$ cat src/rtl/alu_trace_pkg.sv
// Shared definitions for the ALU transaction trace buffer:
// state encoding, default widths and entry field layout.
package alu_trace_pkg;

  localparam int DEF_DATA_W = 32;
  localparam int DEF_CTRL_W = 4;

  typedef enum logic [1:0] {
    ST_IDLE   = 2'd0,
    ST_ARMED  = 2'd1,
    ST_POST   = 2'd2,
    ST_FROZEN = 2'd3
  } trace_state_e;

  // Entry layout, LSB first: a, b, rl, rh, equ, contr
  localparam int OFF_A = 0;

  function automatic int off_b(int data_w);
    return data_w;
  endfunction

  function automatic int off_rl(int data_w);
    return 2 * data_w;
  endfunction

  function automatic int off_rh(int data_w);
    return 3 * data_w;
  endfunction

  function automatic int off_equ(int data_w);
    return 4 * data_w;
  endfunction

  function automatic int off_contr(int data_w);
    return 4 * data_w + 1;
  endfunction

  function automatic int entry_w(int data_w, int ctrl_w);
    return ctrl_w + 1 + 4 * data_w;
  endfunction

  localparam int DEF_ENTRY_W = entry_w(DEF_DATA_W, DEF_CTRL_W);

endpackage

$ cat src/rtl/alu_trace_ram.sv
// Simple dual-port trace storage: one write port, one registered read port.
// Read-before-write on a shared address falls out of the non-blocking update.
module alu_trace_ram #(
  parameter int WIDTH = 133,
  parameter int DEPTH = 16,
  localparam int PTR_W = $clog2(DEPTH)
) (
  input  logic             clk,
  input  logic             we,
  input  logic [PTR_W-1:0] wr_addr,
  input  logic [WIDTH-1:0] wr_data,
  input  logic             re,
  input  logic [PTR_W-1:0] rd_addr,
  output logic [WIDTH-1:0] rd_data
);

  logic [WIDTH-1:0] mem [DEPTH];

  // Write port
  always_ff @(posedge clk)
    if (we) mem[wr_addr] <= wr_data;

  // Registered read port, no reset on the data path
  always_ff @(posedge clk)
    if (re) rd_data <= mem[rd_addr];

endmodule

$ cat src/rtl/alu_trace_buf.sv
// ALU transaction trace buffer with arm/trigger/post-trigger freeze and a
// 1-cycle read port addressed by logical index (0 = oldest entry).
// Optional macro ALU_TRACE_PRINT_EN adds a simulation-only log of stored entries.
module alu_trace_buf
  import alu_trace_pkg::*;
#(
  parameter int DATA_W = DEF_DATA_W,
  parameter int CTRL_W = DEF_CTRL_W,
  parameter int DEPTH  = 16,
  localparam int PTR_W = $clog2(DEPTH)
) (
  input  logic                 clk,
  input  logic                 rst,
  input  logic                 smp_valid,
  input  logic [DATA_W-1:0]    smp_a,
  input  logic [DATA_W-1:0]    smp_b,
  input  logic [CTRL_W-1:0]    smp_contr,
  input  logic                 smp_equ,
  input  logic [DATA_W-1:0]    smp_rl,
  input  logic [DATA_W-1:0]    smp_rh,
  input  logic [2**CTRL_W-1:0] flt_mask,
  input  logic                 arm,
  input  logic                 trig_op_en,
  input  logic [CTRL_W-1:0]    trig_contr,
  input  logic                 trig_equ_en,
  input  logic [PTR_W-1:0]     post_len,
  input  logic                 rd_en,
  input  logic [PTR_W-1:0]     rd_idx,
  output logic                 rd_valid,
  output logic                 rd_miss,
  output logic [DATA_W-1:0]    rd_a,
  output logic [DATA_W-1:0]    rd_b,
  output logic [DATA_W-1:0]    rd_rl,
  output logic [DATA_W-1:0]    rd_rh,
  output logic [CTRL_W-1:0]    rd_contr,
  output logic                 rd_equ,
  output logic [1:0]           state,
  output logic                 frozen,
  output logic [PTR_W:0]       count,
  output logic [PTR_W-1:0]     trig_pos
);

  localparam int ENT_W = entry_w(DATA_W, CTRL_W);
  localparam logic [PTR_W:0] FULL = (PTR_W+1)'(DEPTH);

  trace_state_e     st, st_nx;
  logic [PTR_W-1:0] wr_ptr, wr_ptr_nx;
  logic [PTR_W-1:0] post_cnt, post_cnt_nx;
  logic [PTR_W-1:0] trig_ptr, trig_ptr_nx;
  logic [PTR_W:0]   count_nx;
  logic             cap, trg, we;
  logic [PTR_W-1:0] oldest, rd_addr;
  logic [ENT_W-1:0] wr_ent, rd_ent;
  logic             vld_p1, miss_p1;

  assign cap    = smp_valid & flt_mask[smp_contr];
  assign trg    = cap & ((trig_op_en & (smp_contr == trig_contr)) | (trig_equ_en & smp_equ));
  assign wr_ent = {smp_contr, smp_equ, smp_rh, smp_rl, smp_b, smp_a};

  // Until the buffer has wrapped, slot 0 holds the oldest entry
  assign oldest   = (count == FULL) ? wr_ptr : '0;
  assign rd_addr  = oldest + rd_idx;
  assign trig_pos = trig_ptr - oldest;
  assign state    = st;
  assign frozen   = (st == ST_FROZEN);

  // Control registers
  always_ff @(posedge clk) begin
    if (rst) begin
      st       <= ST_IDLE;
      wr_ptr   <= '0;
      count    <= '0;
      post_cnt <= '0;
      trig_ptr <= '0;
    end else begin
      st       <= st_nx;
      wr_ptr   <= wr_ptr_nx;
      count    <= count_nx;
      post_cnt <= post_cnt_nx;
      trig_ptr <= trig_ptr_nx;
    end
  end

  // Next-state and write decision; arm overrides any capture or trigger
  always_comb begin
    st_nx       = st;
    wr_ptr_nx   = wr_ptr;
    count_nx    = count;
    post_cnt_nx = post_cnt;
    trig_ptr_nx = trig_ptr;
    we          = 1'b0;
    if (arm) begin
      st_nx       = ST_ARMED;
      wr_ptr_nx   = '0;
      count_nx    = '0;
      post_cnt_nx = '0;
    end else begin
      case (st)
        ST_ARMED, ST_POST: begin
          if (cap) begin
            we        = 1'b1;
            wr_ptr_nx = wr_ptr + PTR_W'(1);
            if (count != FULL) count_nx = count + (PTR_W+1)'(1);
            if (st == ST_ARMED) begin
              if (trg) begin
                trig_ptr_nx = wr_ptr;
                if (post_len == '0) begin
                  st_nx = ST_FROZEN;
                end else begin
                  post_cnt_nx = post_len;
                  st_nx       = ST_POST;
                end
              end
            end else begin
              post_cnt_nx = post_cnt - PTR_W'(1);
              if (post_cnt == PTR_W'(1)) st_nx = ST_FROZEN;
            end
          end
        end
        default: ;
      endcase
    end
  end

  alu_trace_ram #(
    .WIDTH (ENT_W),
    .DEPTH (DEPTH)
  ) u_ram (
    .clk     (clk),
    .we      (we),
    .wr_addr (wr_ptr),
    .wr_data (wr_ent),
    .re      (rd_en),
    .rd_addr (rd_addr),
    .rd_data (rd_ent)
  );

  // Read-port control: valid/miss travel one stage behind rd_en
  always_ff @(posedge clk) begin
    if (rst) begin
      vld_p1  <= 1'b0;
      miss_p1 <= 1'b0;
    end else begin
      vld_p1  <= rd_en;
      miss_p1 <= rd_en & ({1'b0, rd_idx} >= count);
    end
  end

  assign rd_valid = vld_p1;
  assign rd_miss  = miss_p1;

  // Read fields are zero unless a valid hit is being presented
  always_comb begin
    rd_a     = '0;
    rd_b     = '0;
    rd_rl    = '0;
    rd_rh    = '0;
    rd_contr = '0;
    rd_equ   = 1'b0;
    if (vld_p1 && !miss_p1) begin
      rd_a     = rd_ent[OFF_A +: DATA_W];
      rd_b     = rd_ent[off_b(DATA_W) +: DATA_W];
      rd_rl    = rd_ent[off_rl(DATA_W) +: DATA_W];
      rd_rh    = rd_ent[off_rh(DATA_W) +: DATA_W];
      rd_equ   = rd_ent[off_equ(DATA_W)];
      rd_contr = rd_ent[off_contr(DATA_W) +: CTRL_W];
    end
  end

`ifdef ALU_TRACE_PRINT_EN
  logic [1:0]       prt_st;
  logic [PTR_W-1:0] prt_ptr;
  logic [ENT_W-1:0] prt_ent;
  logic             prt_trg;

  // Snapshot pre-edge values so the end-of-step $strobe shows the write context
  always @(posedge clk) begin
    prt_st  <= st;
    prt_ptr <= wr_ptr;
    prt_ent <= wr_ent;
    prt_trg <= (st == ST_ARMED) && trg;
    if (we && !rst)
      $strobe("%0t %h %h %h %h %h %h %h %h%s", $time, prt_st, prt_ptr,
              prt_ent[OFF_A +: DATA_W], prt_ent[off_b(DATA_W) +: DATA_W],
              prt_ent[off_contr(DATA_W) +: CTRL_W], prt_ent[off_equ(DATA_W)],
              prt_ent[off_rl(DATA_W) +: DATA_W], prt_ent[off_rh(DATA_W) +: DATA_W],
              prt_trg ? " TRIG" : "");
  end
`endif

endmodule

$ cat config.mk
export PLATFORM = sky130hd
export DESIGN_NAME = alu_trace_buf
export DESIGN_NICKNAME = d
export VERILOG_FILES = /design/src/rtl/alu_trace_pkg.sv /design/src/rtl/alu_trace_ram.sv /design/src/rtl/alu_trace_buf.sv
export SDC_FILE = /design/constraint.sdc
export NUM_CORES = 2
export LEC_CHECK = 0
export ABC_AREA = 1
export CORE_MARGIN = 2
export CORE_UTILIZATION = 55
export DETAILED_ROUTE_END_ITERATION = 10
export DONT_BUFFER_PORTS = 1
export GPL_TIMING_DRIVEN = 1
export PLACE_DENSITY_LB_ADDON = 0.3
export SYNTH_ARGS = -nofsm -noshare
export SYNTH_HDL_FRONTEND = slang
export SYNTH_SLANG_ARGS = --single-unit
$ cat constraint.sdc
create_clock -name clk -period 10.3 [get_ports clk]
set_clock_uncertainty 0.05 [all_clocks]
set_input_delay 0.515 -clock clk [delete_from_list [all_inputs] [get_ports clk]]
set_output_delay 0.515 -clock clk [all_outputs]
set_load 0.05 [all_outputs]
# == Word level (Yosys, flattened, before mapping) ==
# Memories as Yosys holds them, arrays and structs flattened. A register that Yosys moved wholly into a read port is not among the register bits.
# Cells that the tools add are included.
# word_totals
register_bits,21
mem_bits_rw,2128
input_bits,168
output_inout_bits,147
wordCells,72
mem_count,1
# memory_table
memory,words,word_bits,read_ports,rd_clocked_by_memory_dff,write_ports,line,text
u_ram.mem,16,133,1,1,1,alu_trace_ram.sv:17,logic [WIDTH-1:0] mem [DEPTH];
# classes
addsub,5
magnitude_cmp,2
n_eq_ne,10
mux,24
bitwise,7
reduce_logical,15
# op_table
op,n
$mux W32,4
$mux W4,5
$reduce_and A4 Y1,3
$mux W1,11
$mux W2,3
$reduce_bool A2 Y1,3
$add A5 B1 Y5 const B,1
$and A1 B1 Y1,5
$eq A5 B5 Y1 const B,1
$ge A4 B5 Y1,1
$lt A4 B5 Y1 const B,1
$ne A5 B5 Y1 const B,1
$reduce_and A5 Y1,1
$add A4 B1 Y4 const B,1
$add A4 B4 Y4,1
$bmux W1 S4,1
$eq A2 B2 Y1 const B,2
$eq A4 B1 Y1 const B,1
$eq A4 B4 Y1,1
$logic_not A4 Y1,1
$ne A2 B2 Y1 const B,2
$reduce_or A2 Y1,2
$sub A4 B1 Y4 const B,1
$sub A4 B4 Y4,1
other kinds (9),9

# == Logic depth before layout (Yosys ltp) ==
# logic_depth
word_depth,9
ltp_mapped,19
ltp_nobuf,16

# == Hierarchy ==
# From an unflattened synthesis, not the netlist that was laid out.
# hier_totals
hier_cells,8597
area_unflattened_um2,95056.2
# by_module_without_submodules
mod,n_inst,cells_per_inst,area_per_inst_um2,seq_area_each_um2
alu_trace_ram,1,8054,92279.8,67895.1
alu_trace_buf,1,543,2776.4,420.4

# == Worst setup path after synthesis ==
# Ideal clock, no wire load.
# synth_path
path_kind,reg-to-reg
start,register st[1] (netlist: state[1])
end,memory u_ram.mem[11][0] (enable)
setup_ns,0.627
arrival_ns,7.205
required_ns,9.623
slack_ns,2.418
stages_incl_launch_ff,8
n_path_buf,0
synth_period_minus_slack_ns,7.882
cell_sequence,dfxtp_1 > inv_1 > ha_1 > nor2_1 > nand2_1 > inv_1 > nand2_1 > nor2_1
# synth_via
elab_chain_cells,6
word_cells_on_any_way,7
classes_between,2 x eq/ne; 4 x mux; 1 x reduce/logical
# synth_rtl
element,line,text
from (decl),alu_trace_buf.sv:46,"trace_state_e st, st_nx;"
from (signal assigned),alu_trace_buf.sv:76,st <= st_nx;
$eq A2 B1 Y1 or $eq A2 B2 Y1 (tied branches),alu_trace_buf.sv:98,case (st)
$reduce_or A2 Y1 (*),alu_trace_buf.sv:98,
$mux W1 (*),alu_trace_buf.sv:98,
$mux W1 (*),alu_trace_buf.sv:92,if (arm) begin
$mux W1 (*),alu_trace_ram.sv:21,if (we) mem[wr_addr] <= wr_data;
$mux W1 (implied by the code) (*),alu_trace_ram.sv:21,
to (decl),alu_trace_ram.sv:17,
# Every way passes the cells marked *; elsewhere a longest branch is shown, timed or not.

# == Worst setup path in the final report ==
# layout_path
start,register count[0]
end,"register u_ram.rd_data[23], read port of u_ram.mem (data pin)"
# layout_via
elab_chain_cells,3
# layout_rtl
element,line,text
from (decl),alu_trace_buf.sv:39,"output logic [PTR_W:0] count,"
from (signal assigned),alu_trace_buf.sv:78,count <= count_nx;
$eq A5 B5 Y1,alu_trace_buf.sv:61,assign oldest = (count == FULL) ? wr_ptr : '0;
$mux W4,alu_trace_buf.sv:61,
$add A4 B4 Y4,alu_trace_buf.sv:62,assign rd_addr = oldest + rd_idx;
to (decl),alu_trace_ram.sv:14,output logic [WIDTH-1:0] rd_data
# No other way between the ends.
# A chain may end at the register's enable or synchronous reset.

==> out/metrics.csv <==
stage;metric;value;unit
worst_setup_path;critical path launch point type;flip-flop;
drt;detailed-route via count;54200;
global_routing;pin count of the biggest net entering global routing;246;
pwr;Reg power frac;54.4;%
status;run status;finished, final reports clean;
global_routing;Remaining Overflow, GRT;0;
drt;Antenna Violating Nets Remaining;0;
floorplan;die outline height;407;um
logic_synthesis;register bit total from synthesis;2282;
logic_synthesis;post-synthesis net count;6824;
clock_tree;register clock-pin slew on the reported worst setup and hold paths;0.07;ns
global_routing;number of antenna violations at the first check in global routing;28;
logic_synthesis;async set-reset flop share out of synthesis;0;%
place;placed cell count;8415;
clock_tree;# resized after CTS;0;
clock_tree;number of buffers inserted by hold repair at cts;144;
sta;tightest slew margin relative to the limit;19.5;%
sta;final setup violation count;0;
drt;via density per instance;6.04;
clock_tree;H-tree depth;4;
global_routing;vias in the first global route;52200;
floorplan;Core Area;0.161;sq mm
global_routing;global-route wire length before repair;325000;um
sta;unrepaired setup endpoints after global routing;false;
place;HPWL reported at the end of detailed placement;99200;um
place;input/output buffers;0;
logic_synthesis;Post-Syn Area;0.0894;sq mm
clock_tree;buffers from clock root to sink, at most;3;
sta;Total Neg Setup Slack;0;ns
sta;final critical-path required period;5.94;ns
pwr;total leakage power;0.0323;uW
logic_synthesis;Unique masters post-synth;41;
clock_tree;count of clock tree sinks;2282;
pwr;fraction of power spent switching nets;22.0;%
logic_synthesis;most frequent cell after synthesis;sky130_fd_sc_hd__edfxtp_1;
sta;Fmax achieved;0.168;GHz
drt;first-pass iteration count of the detailed router;6;
logic_synthesis;per-instance average area after synthesis;13.5;sq um
worst_setup_path;worst path required time;10.92;ns
pwr;total internal power;14800;uW
pwr;Power Density;191;mW/mm^2
sta;final worst path period share;57.7;%
clock_tree;Worst-Skew Late Latency;0.87;ns
logic_synthesis;leading register cell type out of synthesis;sky130_fd_sc_hd__edfxtp_1;
drt;Post-route DRC;0;
job;max-capacitance violation count;0;
floorplan;row count;147;
finish;post-route non-filler standard cell count;8970;
logic_synthesis;Post-Syn Instances;6634;
floorplan;area of the die;0.166;sq mm
pwr;net load switching power;4170;uW
sta;number of slew-limit violations in the final report;0;
finish;number of nets in the layout;6810;
worst_setup_path;sort of element at the end of the critical path;flip-flop;
drt;wire length per cell after detailed routing;24.4;um
clock_tree;CTS buffer count;219;
drt;number of DRC violations after detailed-routing iteration 0;6925;
finish;relative area change from synthesis to final layout;11.0;%
global_routing;all-layer global routing usage;25.9;%
place;final weighted congestion in routability-driven placement;0.777;
pwr;worst supply voltage drop on vdd;0.000170;V
floorplan;horizontal extent of the die;407;um
logic_synthesis;number of synthesized flops with an enable pin;2261;
worst_setup_path;Crit Path Max Fanout;94;
finish;layout cells sized above 1;6.61;%
clock_tree;root buffer selected by CTS;sky130_fd_sc_hd__clkbuf_16;
pwr;combinational power share;5.3;%
logic_synthesis;Syn. warnings;0;
worst_setup_path;data arrival time of the worst path;6.56;ns
pwr;part of the power in the clock network;40.3;%
floorplan;initial standard-cell utilization of the core;55.6;%
logic_synthesis;most frequent cells after synthesis;sky130_fd_sc_hd__edfxtp_1 (2261), sky130_fd_sc_hd__o21ai_0 (1170), sky130_fd_sc_hd__nor2_1 (1144), sky130_fd_sc_hd__inv_1 (324), sky130_fd_sc_hd__nand2_1 (288);
sta;number of hold violations in the final report;0;
clock_tree;CTS tree;yes;
logic_synthesis;top cell type by total area after synthesis;sky130_fd_sc_hd__edfxtp_1;
logic_synthesis;share of the synthesized area in the top cell type;75.9;%
worst_setup_path;Setup Crit Path Kind;flip-flop to flip-flop;
hold_path;Hold/Removal Path Class;primary input to flip-flop;
sta;worst-margin pin slew;1.21;ns
logic_synthesis;synth top area cells;sky130_fd_sc_hd__edfxtp_1 (76%), sky130_fd_sc_hd__o21ai_0 (6.5%), sky130_fd_sc_hd__nor2_1 (4.8%);
floorplan;top-level port count;315;
clock_tree;post-CTS setup buffers;0;
logic_synthesis;share of the yosys chip area belonging to registers;76.4;%
drt;wire length after detailed routing;219000;um
path summary, 6_finish.rpt:
path,start,depth (start not counted),slack (ns),endpoint
setup / recovery,count[0]$_SDFFE_PP0P_,16,4.36,u_ram.rd_data[23]$_DFFE_PP_
hold / removal,trig_equ_en,4,0.06,state[1]$_SDFFE_PP0P_
setup reg to reg,count[0]$_SDFFE_PP0P_,16,4.36,u_ram.rd_data[23]$_DFFE_PP_
hold reg to reg,trig_ptr[2]$_SDFFE_PP0P_,4,0.48,trig_ptr[2]$_SDFFE_PP0P_
cell type report:
type                            count  area (sq um)
Sequential cell                  2282         68300
Fill cell                       11800         61700
Multi-Input combinational cell   3566         17900
Clock buffer                      282          5790
Tap cell                         2160          2700
Timing Repair Buffer              222          2230
Inverter                          329          1260
Clock inverter                    115          1000
Antenna cell                       14          35.0
routing by layer:
layer	global-route usage (%)	part of all wire, %	vias to the layer above
met1	36.8	42	27000
met5	0	0.060	-
met4	8.61	2.7	20
li1	-	-	24500
met3	4.25	8.0	373
met2	41.1	47	2228
per-stage QoR:
stage	util [%]	power [uW]	worst slack (ns)	hold WS, ns	cell area, sq um
2_1_floorplan	-	11100	2.42	0.442	89400
3_3_place_gp	56.5	11300	4.54	0.462	91000
3_5_place_dp	56.5	11300	4.46	0.470	91000
4_1_cts	61.7	19000	4.42	0.00630	99200
5_1_grt	61.7	19500	4.04	0.0696	99300
6_report	61.7	18900	4.36	0.0576	99300
registers in the layout, summed over array words and instances (netlist names):
signal	flops
rd_miss	1
rd_valid	1
count	5
trig_ptr	4
u_ram.mem	2128
u_ram.rd_data	133
post_cnt	4
state	2
wr_ptr	4
kinds of logic (layout without fill, tap and decap cells):
family / count (synthesis) / count (layout) / synth area share, %
other: 0 / 14 / 0
buffers and inverters: 786 / 948 / 3.74
AO/OA/AOI/OAI: 1910 / 1910 / 12.3
AND/OR/NAND/NOR: 1624 / 1624 / 7.15
flip-flops: 2282 / 2282 / 76.4
adder cells (fa/ha/maj): 22 / 22 / 0.325
XOR/XNOR: 10 / 10 / 0.106
cell usage in the layout, fill, tap and decap left out, drive strengths merged, types with 9 or more instances in the layout:
master / n
dlygate4sd3: 143
edfxtp: 2261
bufinv: 11
o211ai: 58
o221ai: 200
nand3: 165
buf: 79
o311ai: 9
clkbuf: 282
o21ai: 1308
clkinv: 96
dfxtp: 21
nor2: 1144
a21oi: 79
ha: 20
diode: 14
nand2: 289
inv: 333
nor3: 20
o22ai: 248
power groups by stage:
| stage | registers (uW) | clock network, uW | logic [uW] |
|---|---|---|---|
| floorplan | 10500 | 0 | 636 |
| detailed placement | 10500 | 0 | 821 |
| finish | 10300 | 7640 | 995 |
| global route | 10300 | 8090 | 1100 |
| global placement | 10500 | 0 | 805 |
| CTS | 10300 | 7730 | 993 |
critical path, stage by stage (launching register included):
cell	delay, ns
sky130_fd_sc_hd__dfxtp_1	0.76
sky130_fd_sc_hd__inv_1	0.14
sky130_fd_sc_hd__ha_1	0.23
sky130_fd_sc_hd__nand2_1	0.07
sky130_fd_sc_hd__nor3_2	0.06
sky130_fd_sc_hd__inv_1	0.17
sky130_fd_sc_hd__nor2_1	0.09
sky130_fd_sc_hd__ha_4	0.18
sky130_fd_sc_hd__fa_4	1.36
sky130_fd_sc_hd__buf_4	0.73
sky130_fd_sc_hd__buf_4	0.90
sky130_fd_sc_hd__o21ai_0	0.21
sky130_fd_sc_hd__o22ai_1	0.21
sky130_fd_sc_hd__inv_1	0.05
sky130_fd_sc_hd__o21ai_0	0.18
sky130_fd_sc_hd__nand2_1	0.08
sky130_fd_sc_hd__o21ai_1	0.12
Note: power is estimated with default switching activity, not from simulation.
